[src/rtl/rom_access_arbiter.sv]
// rom_access_arbiter
//
// Shares the single ROM controller request/busy port between the ROM stream
// loader (writes) and the CPU instruction-fetch port (reads). One transaction
// is forwarded at a time. While boot is high the CPU is held off so the loader
// owns the ROM.
//
// Handshake (requester side and ROM side share the same meaning):
//   The requester raises X_request and holds it until it sees X_busy high.
//   X_busy stays high while its transaction is in flight. Completion is marked
//   by a one-cycle done pulse (ld_done, or cpu_rdata_valid for reads). Toward
//   the ROM, rom_request stays high until rom_busy is sampled high. The
//   transaction completes on the first cycle rom_busy is sampled low after that.
//
// Optional feature macro: ROM_ARB_BOOT_LOCK_EN
//   When defined, the loader is eligible only while boot is high, which
//   write-protects the ROM once boot ends. When undefined, the loader competes
//   round-robin with the CPU at any time.
//
// The FSM state is held in state_q and the owning requester in owner_q; both
// are plain registers that checkers can bind to directly.

module rom_access_arbiter #(
  parameter int DATA_WIDTH    = 16,
  parameter int ADDRESS_WIDTH = 16
) (
  input  logic                     clk,
  input  logic                     reset,
  input  logic                     boot,

  input  logic                     ld_request,
  input  logic [ADDRESS_WIDTH-1:0] ld_address,
  input  logic [DATA_WIDTH-1:0]    ld_data,
  output logic                     ld_busy,
  output logic                     ld_done,

  input  logic                     cpu_request,
  input  logic [ADDRESS_WIDTH-1:0] cpu_address,
  output logic                     cpu_busy,
  output logic [DATA_WIDTH-1:0]    cpu_rdata,
  output logic                     cpu_rdata_valid,

  output logic                     rom_request,
  output logic                     rom_write,
  output logic [ADDRESS_WIDTH-1:0] rom_address,
  output logic [DATA_WIDTH-1:0]    rom_wdata,
  input  logic [DATA_WIDTH-1:0]    rom_rdata,
  input  logic                     rom_busy,
  input  logic                     rom_initialized
);

  typedef enum logic [1:0] {
    IDLE = 2'd0,
    REQ  = 2'd1,
    BUSY = 2'd2
  } state_t;

  typedef enum logic {
    OWN_LD  = 1'b0,
    OWN_CPU = 1'b1
  } owner_t;

  state_t                   state_q, state_d;
  owner_t                   owner_q, owner_d;
  owner_t                   last_grant_q, last_grant_d;
  logic                     rom_request_q, rom_request_d;
  logic                     rom_write_q, rom_write_d;
  logic [ADDRESS_WIDTH-1:0] rom_address_q, rom_address_d;
  logic [DATA_WIDTH-1:0]    rom_wdata_q, rom_wdata_d;
  logic                     ld_done_q, ld_done_d;
  logic [DATA_WIDTH-1:0]    cpu_rdata_q, cpu_rdata_d;
  logic                     cpu_rdata_valid_q, cpu_rdata_valid_d;

  logic                     ld_eligible;
  logic                     cpu_eligible;
  logic                     grant_ok;
  owner_t                   winner;

  // Eligibility of each requester in the current cycle.
  always_comb begin
    cpu_eligible = cpu_request && !boot;
`ifdef ROM_ARB_BOOT_LOCK_EN
    ld_eligible  = ld_request && boot;
`else
    ld_eligible  = ld_request;
`endif
  end

  // Winner selection: a lone eligible requester wins; a tie goes to the
  // requester that was not granted last.
  always_comb begin
    grant_ok = rom_initialized && !rom_busy && (ld_eligible || cpu_eligible);
    if (ld_eligible && cpu_eligible) begin
      winner = (last_grant_q == OWN_CPU) ? OWN_LD : OWN_CPU;
    end else if (ld_eligible) begin
      winner = OWN_LD;
    end else begin
      winner = OWN_CPU;
    end
  end

  // Next-state and registered-output logic for the IDLE/REQ/BUSY sequencer.
  always_comb begin
    state_d           = state_q;
    owner_d           = owner_q;
    last_grant_d      = last_grant_q;
    rom_request_d     = rom_request_q;
    rom_write_d       = rom_write_q;
    rom_address_d     = rom_address_q;
    rom_wdata_d       = rom_wdata_q;
    cpu_rdata_d       = cpu_rdata_q;
    ld_done_d         = 1'b0;
    cpu_rdata_valid_d = 1'b0;

    unique case (state_q)
      IDLE: begin
        // Requests are only sampled here; nothing is queued.
        if (grant_ok) begin
          owner_d       = winner;
          last_grant_d  = winner;
          rom_request_d = 1'b1;
          state_d       = REQ;
          if (winner == OWN_LD) begin
            rom_write_d   = 1'b1;
            rom_address_d = ld_address;
            rom_wdata_d   = ld_data;
          end else begin
            rom_write_d   = 1'b0;
            rom_address_d = cpu_address;
          end
        end
      end

      REQ: begin
        // Hold the request until the controller shows it has taken it.
        if (rom_busy) begin
          rom_request_d = 1'b0;
          state_d       = BUSY;
        end
      end

      BUSY: begin
        // First low busy after the high phase marks completion.
        if (!rom_busy) begin
          state_d = IDLE;
          if (owner_q == OWN_LD) begin
            ld_done_d = 1'b1;
          end else begin
            cpu_rdata_d       = rom_rdata;
            cpu_rdata_valid_d = 1'b1;
          end
        end
      end

      default: begin
        state_d       = IDLE;
        rom_request_d = 1'b0;
      end
    endcase
  end

  // State and output registers with synchronous active-high reset; a reset
  // mid-transaction abandons it without reporting completion.
  always_ff @(posedge clk) begin
    if (reset) begin
      state_q           <= IDLE;
      owner_q           <= OWN_LD;
      last_grant_q      <= OWN_CPU;
      rom_request_q     <= 1'b0;
      rom_write_q       <= 1'b0;
      rom_address_q     <= '0;
      rom_wdata_q       <= '0;
      ld_done_q         <= 1'b0;
      cpu_rdata_q       <= '0;
      cpu_rdata_valid_q <= 1'b0;
    end else begin
      state_q           <= state_d;
      owner_q           <= owner_d;
      last_grant_q      <= last_grant_d;
      rom_request_q     <= rom_request_d;
      rom_write_q       <= rom_write_d;
      rom_address_q     <= rom_address_d;
      rom_wdata_q       <= rom_wdata_d;
      ld_done_q         <= ld_done_d;
      cpu_rdata_q       <= cpu_rdata_d;
      cpu_rdata_valid_q <= cpu_rdata_valid_d;
    end
  end

  // Per-requester busy is derived from ownership so a loser never sees busy.
  always_comb begin
    ld_busy  = (owner_q == OWN_LD)  && (state_q != IDLE);
    cpu_busy = (owner_q == OWN_CPU) && (state_q != IDLE);
  end

  assign ld_done         = ld_done_q;
  assign cpu_rdata       = cpu_rdata_q;
  assign cpu_rdata_valid = cpu_rdata_valid_q;
  assign rom_request     = rom_request_q;
  assign rom_write       = rom_write_q;
  assign rom_address     = rom_address_q;
  assign rom_wdata       = rom_wdata_q;

endmodule

[config.mk]
export PLATFORM = sky130hd
export DESIGN_NAME = rom_access_arbiter
export DESIGN_NICKNAME = d
export VERILOG_FILES = /design/src/rtl/rom_access_arbiter.sv
export SDC_FILE = /design/constraint.sdc
export NUM_CORES = 1
export LEC_CHECK = 0
export CAP_MARGIN = 15
export CORE_ASPECT_RATIO = 0.75
export CORE_MARGIN = 1.5
export CORE_UTILIZATION = 41
export DETAILED_ROUTE_END_ITERATION = 12
export GPL_TIMING_DRIVEN = 1
export PLACE_DENSITY = 0.87
export SYNTH_ARGS = -nofsm -noshare
export SYNTH_HDL_FRONTEND = slang
export SYNTH_SLANG_ARGS = --single-unit
[constraint.sdc]
create_clock -name clk -period 2.4 [get_ports clk]
set_clock_uncertainty 0.15 [all_clocks]
set_input_delay 0.36 -clock clk [delete_from_list [all_inputs] [get_ports clk]]
set_output_delay 0.36 -clock clk [all_outputs]
set_load 0.05 [all_outputs]
# Word level (Yosys, flattened, before mapping)
# Index checks and enable logic that the tools add are counted.
[word_totals]
reg_bits = 56
latchBits = 0
ramBits = 0
mem_bits_ro = 0
elab_cells = 50
mem_count = 0
[op_classes]
n_addsub = 0
mul = 0
n_div = 0
magnitude_cmp = 0
n_eq_ne = 5
shift = 0
mux = 14
bitwise = 4
n_reduce_logical = 17
[op_table]
columns = ["op", "n"]
rows = [
  ["16-bit two-way mux", 1],
  ["3-bit AND reduction", 4],
  ["1-bit two-way mux", 8],
  ["1-bit logical AND", 6],
  ["2-bit two-way mux", 3],
  ["2-bit != test (second input constant)", 3],
  ["2-bit one-hot mux with 3 select lines", 1],
  ["1-bit NOT", 4],
  ["1-bit one-hot mux with 3 select lines", 1],
  ["3-bit OR reduction", 1],
  ["2-bit by 1-bit equality test with 1-bit output (second input constant)", 1],
  ["2-bit equality test (second input constant)", 1],
  ["1-bit zero test", 2],
  ["2-bit zero test", 1],
  ["2-bit AND reduction", 1],
  ["2-bit nonzero test", 1],
  ["1-bit logical OR", 1],
]

# Longest topological paths before layout
[logic_depth]
ltp_word = 6
ltp_mapped = 6
mapped_depth_nobuf = 4

# Worst setup path before layout
# Ideal clock, no wire load.
[synth_timing]
kind = "register to output"
from = "register state_q[0]"
to = "output port cpu_busy"
arrival_time_ps = 1235
required_time_ps = 1890
path_slack_ps = 655
path_stages_with_launch = 3
cell_sequence = "dfxtp_1 -> nor2_1 -> nor2b_1"
[synth_between]
elab_chain_len = 2
[synth_rtl]
columns = ["item", "line", "text"]
rows = [
  ["start: declaration", "63", "state_t state_q, state_d;"],
  ["start signal: assignment", "177", "state_q <= state_d;"],
  ["2-bit nonzero test", "193", "cpu_busy = (owner_q == OWN_CPU) && (state_q != IDLE);"],
  ["1-bit logical AND", "193", ""],
  ["end: declaration", "39", "output logic cpu_busy,"],
]
# No other way between the ends.

# Worst setup path in the final report
[layout_timing]
from = "register state_q[0]"
to = "output port ld_busy"
[layout_between]
elab_chain_len = 2
[layout_rtl]
columns = ["item", "line", "text"]
rows = [
  ["2-bit nonzero test", "192", "ld_busy = (owner_q == OWN_LD) && (state_q != IDLE);"],
  ["1-bit logical AND", "192", ""],
  ["end: declaration", "34", "output logic ld_busy,"],
]
# No other way between the ends.

==> summary.md <==
| Metric | Value |
|---|---|
| Final ANT Viol Nets | 0 |
| Number of diodes | 0 |
| Root Buffer | clkbuf_8 |
| Post-synth top cells | nand2_1, dfxtp_1, a21oi_1 |
| WS Path Type | reg -> out |
| Psw | 0.000492 W |
| Least-Margin Pin Slew | 699 ps |
| Synth Flop Type | dfxtp_1 |
| Routed via count | 2,191 |
| Slew margin rel. | 53.4% |
| Number of global-route vias before repair | 2,031 |
| R2r startpoint | last_grant_q |
| First-pass GRT wire length | 9.04 mm |
| Met2 Track Usage GR | 33.6% |
| Logic pwr share | 19.2% |
| Die Y-Extent | 67.3 µm |
| Global Route met1 Usage | 23.1% |
| Hold_buf cts | 0 |
| CP most frequent cell | nor2_1 |
| WHS | 310 ps |
| Row cnt | 23 |
| Crit-path leading delay family | buffers and inverters |
| Netlist cell types | 29 |
| Synth area leaders | dfxtp_1, nand2_1, o32ai_1 |
| Worst setup startpoint | state_q[0] |
| Die Wd | 88.7 µm |
| Clock slew at reported path FFs | 90 ps |
| H-tree depth | 2 |
| CTS tree | done |
| Grt peak-use layer | met2 |
| Post-CTS setup buffer count | 0 |
| Clock latency on the worst-skew pair | 300 ps |
| WP data required | 1890 ps |
| Buffers on Ports | 124 |
| Leakage | 1.21 nW |
| Final setup fails | 0 |
| Effective utilization at floorplan | 42.4% |
| Unrepaired setup endpoints after global routing | false |
| Synth top area share | 49.7% |
| Detailed Routing Iterations Pass 1 | 5 |
| Initial antenna violation count | 0 |
| Largest net degree at the start of global routing | 38 |
| Area grow syn2layout | 60.3% |
| Number of top-level pins | 125 |
| Crit path DAT | 1810 ps |
| CTS Sinks | 56 |
| Final Cycle Share | 96.5% |
| Drt drc | 0 |
| Internal power | 0.00145 W |
| Post-synth ARST share | 0% |
| Slew Limit Fails | 0 |
| Hpwl dp | 4.52 mm |
| Setup TNS | 0 ps |
| Met3 usage | 5.99% |
| Number of max-cap violations | 0 |
| Vias per cell | 4.95 |
| Clk buf depth | 2 |
| Worst hold path type | reg -> reg |
| Cells along the critical path | nor2_1, nor2_1, clkdlybuf4s50_1 |
| Highest net fanout along the worst path | 6 |
| Gr ovfl total | 0 |
| Fmax achieved | 432 MHz |
| Clock power frac | 30.8% |
| Total track usage | 19.4% |
| Nets | 438 |
| Post-DR wirelength/cell | 13.7 µm |
| Power per Cell Area | 537 nW/µm² |
| Sequential share of the synthesized area | 49.7% |
| Synth warnings | 0 |
| Worst-path cell with the longest stage delay | clkdlybuf4s50_1 |
| Avg Inst Size Synth | 9.03 µm² |
| Count leader, synth | nand2_1 |
| Num CTS Buffers | 5 |
| Slowest Stage Delay on Critical Path | 820 ps |
| Syn Inst Count | 250 |
| Final WL | 6.08 mm |
| Proportion of layout cells with a drive suffix above 1 | 10.3% |
| Status | complete, no violations |
| Dominant cell type by area after synthesis | dfxtp_1 |
| Number of synthesized flops with an enable pin | 0 |
| CP Capture Type | output port |
| RD Place Congestion | 0.717 |
| Final hold violations | 0 |
| Min-delay src | cpu_rdata[13] |
| Die area | 5960 µm² |
| Sw frac | 25.4% |
| Post-Syn Nets | 321 |
| DR iter-0 viols | 62 |
| Flop pwr share | 50.0% |
| Reg2Reg Setup Slack | 580 ps |
| WP buf/inv | 1 |
| Maximum VDD drop | 0.359 mV |
| CTS resizes | 0 |
| Mapped Area | 2260 µm² |
| CORE AREA | 5320 µm² |
| CP Launch Type | flop |
| Final worst path period need | 2320 ps |
| Register bit total from synthesis | 56 |
final timing paths:
kind,end,depth (start not counted)
min reg2reg,cpu_rdata[13],2
max,ld_busy,3
min,cpu_rdata[13],2
max reg2reg,rom_address[2],4
cell usage in the layout, fill, tap and decap left out, types with 2 or more instances in the layout:
master           netlist  routed
clkdlybuf4s50_1        0     122
nand2_1               62      62
dfxtp_1               56      56
a21oi_1               25      25
inv_1                 16      16
o32ai_1               16      16
a22oi_1               10      10
a21oi_2               10      10
nor2_1                 6       6
a22oi_2                6       6
clkbuf_8               0       5
buf_4                  0       5
nand2b_1               3       3
o21ai_0                3       3
nand2_2                3       3
nor2b_1                2       2
and2_1                 2       2
nor3b_1                2       2
layer usage:
layer | share of wire, % | vias to the layer above
li1 | - | 1083
met1 | 42 | 1020
met2 | 48 | 79
met3 | 8.2 | 9
met4 | 1.4 | 0
met5 | 0 | -
state kept, by name, indices dropped and copies added (netlist names):
signal and flops:
rom_wdata 16, rom_address 16, cpu_rdata_valid 1, rom_request 1, cpu_rdata 16, ld_done 1
state_q 2, last_grant_q 1, owner_q 1, rom_write 1
through the flow:
stage          std cells  setup WS [ps]  cell area (µm²)  utilization [%]  total power (W)
4_1_cts              443           55.2             3620             67.9          0.00197
2_1_floorplan        250            655             2260                -          0.00118
3_3_place_gp         435            169             3510             65.9          0.00136
3_5_place_dp         435            103             3510             65.9          0.00137
6_report             443           84.8             3620             67.9          0.00194
5_1_grt              443           13.4             3620             67.9          0.00202
worst register-to-register path: stages (launching register included):
cell,delay (ps)
dfxtp_1,340
or3b_4,410
and2_1,390
a22oi_1,270
o32ai_1,110
cell families after synthesis:
| kind of cell | share of synthesized area (%) |
|---|---|
| AO/OA/AOI/OAI | 23.8 |
| XOR/XNOR | 0.388 |
| buffers and inverters | 8.20 |
| flip-flops | 49.7 |
| AND/OR/NAND/NOR | 18.0 |
power by group through the flow:
stage | Combinational [W] | Clock [W] | Sequential [W]
after CTS | 0.000375 | 0.000622 | 0.000972
after detailed placement | 0.000373 | 0 | 0.000993
final | 0.000372 | 0.000598 | 0.000971
after global routing | 0.000391 | 0.000652 | 0.000975
after floorplan | 0.000109 | 0 | 0.00107
after global placement | 0.000366 | 0 | 0.000991
final cells by class:
type | instances | area [µm²]
inverter | 16 | 60.1
tap | 75 | 93.8
sequential | 56 | 1120
fill | 440 | 1710
clock inverter | 2 | 35.0
multi-input combinational | 159 | 951
clock buffer | 6 | 72.6
timing repair buffer | 129 | 1280
(Power assumes the default switching activity.)
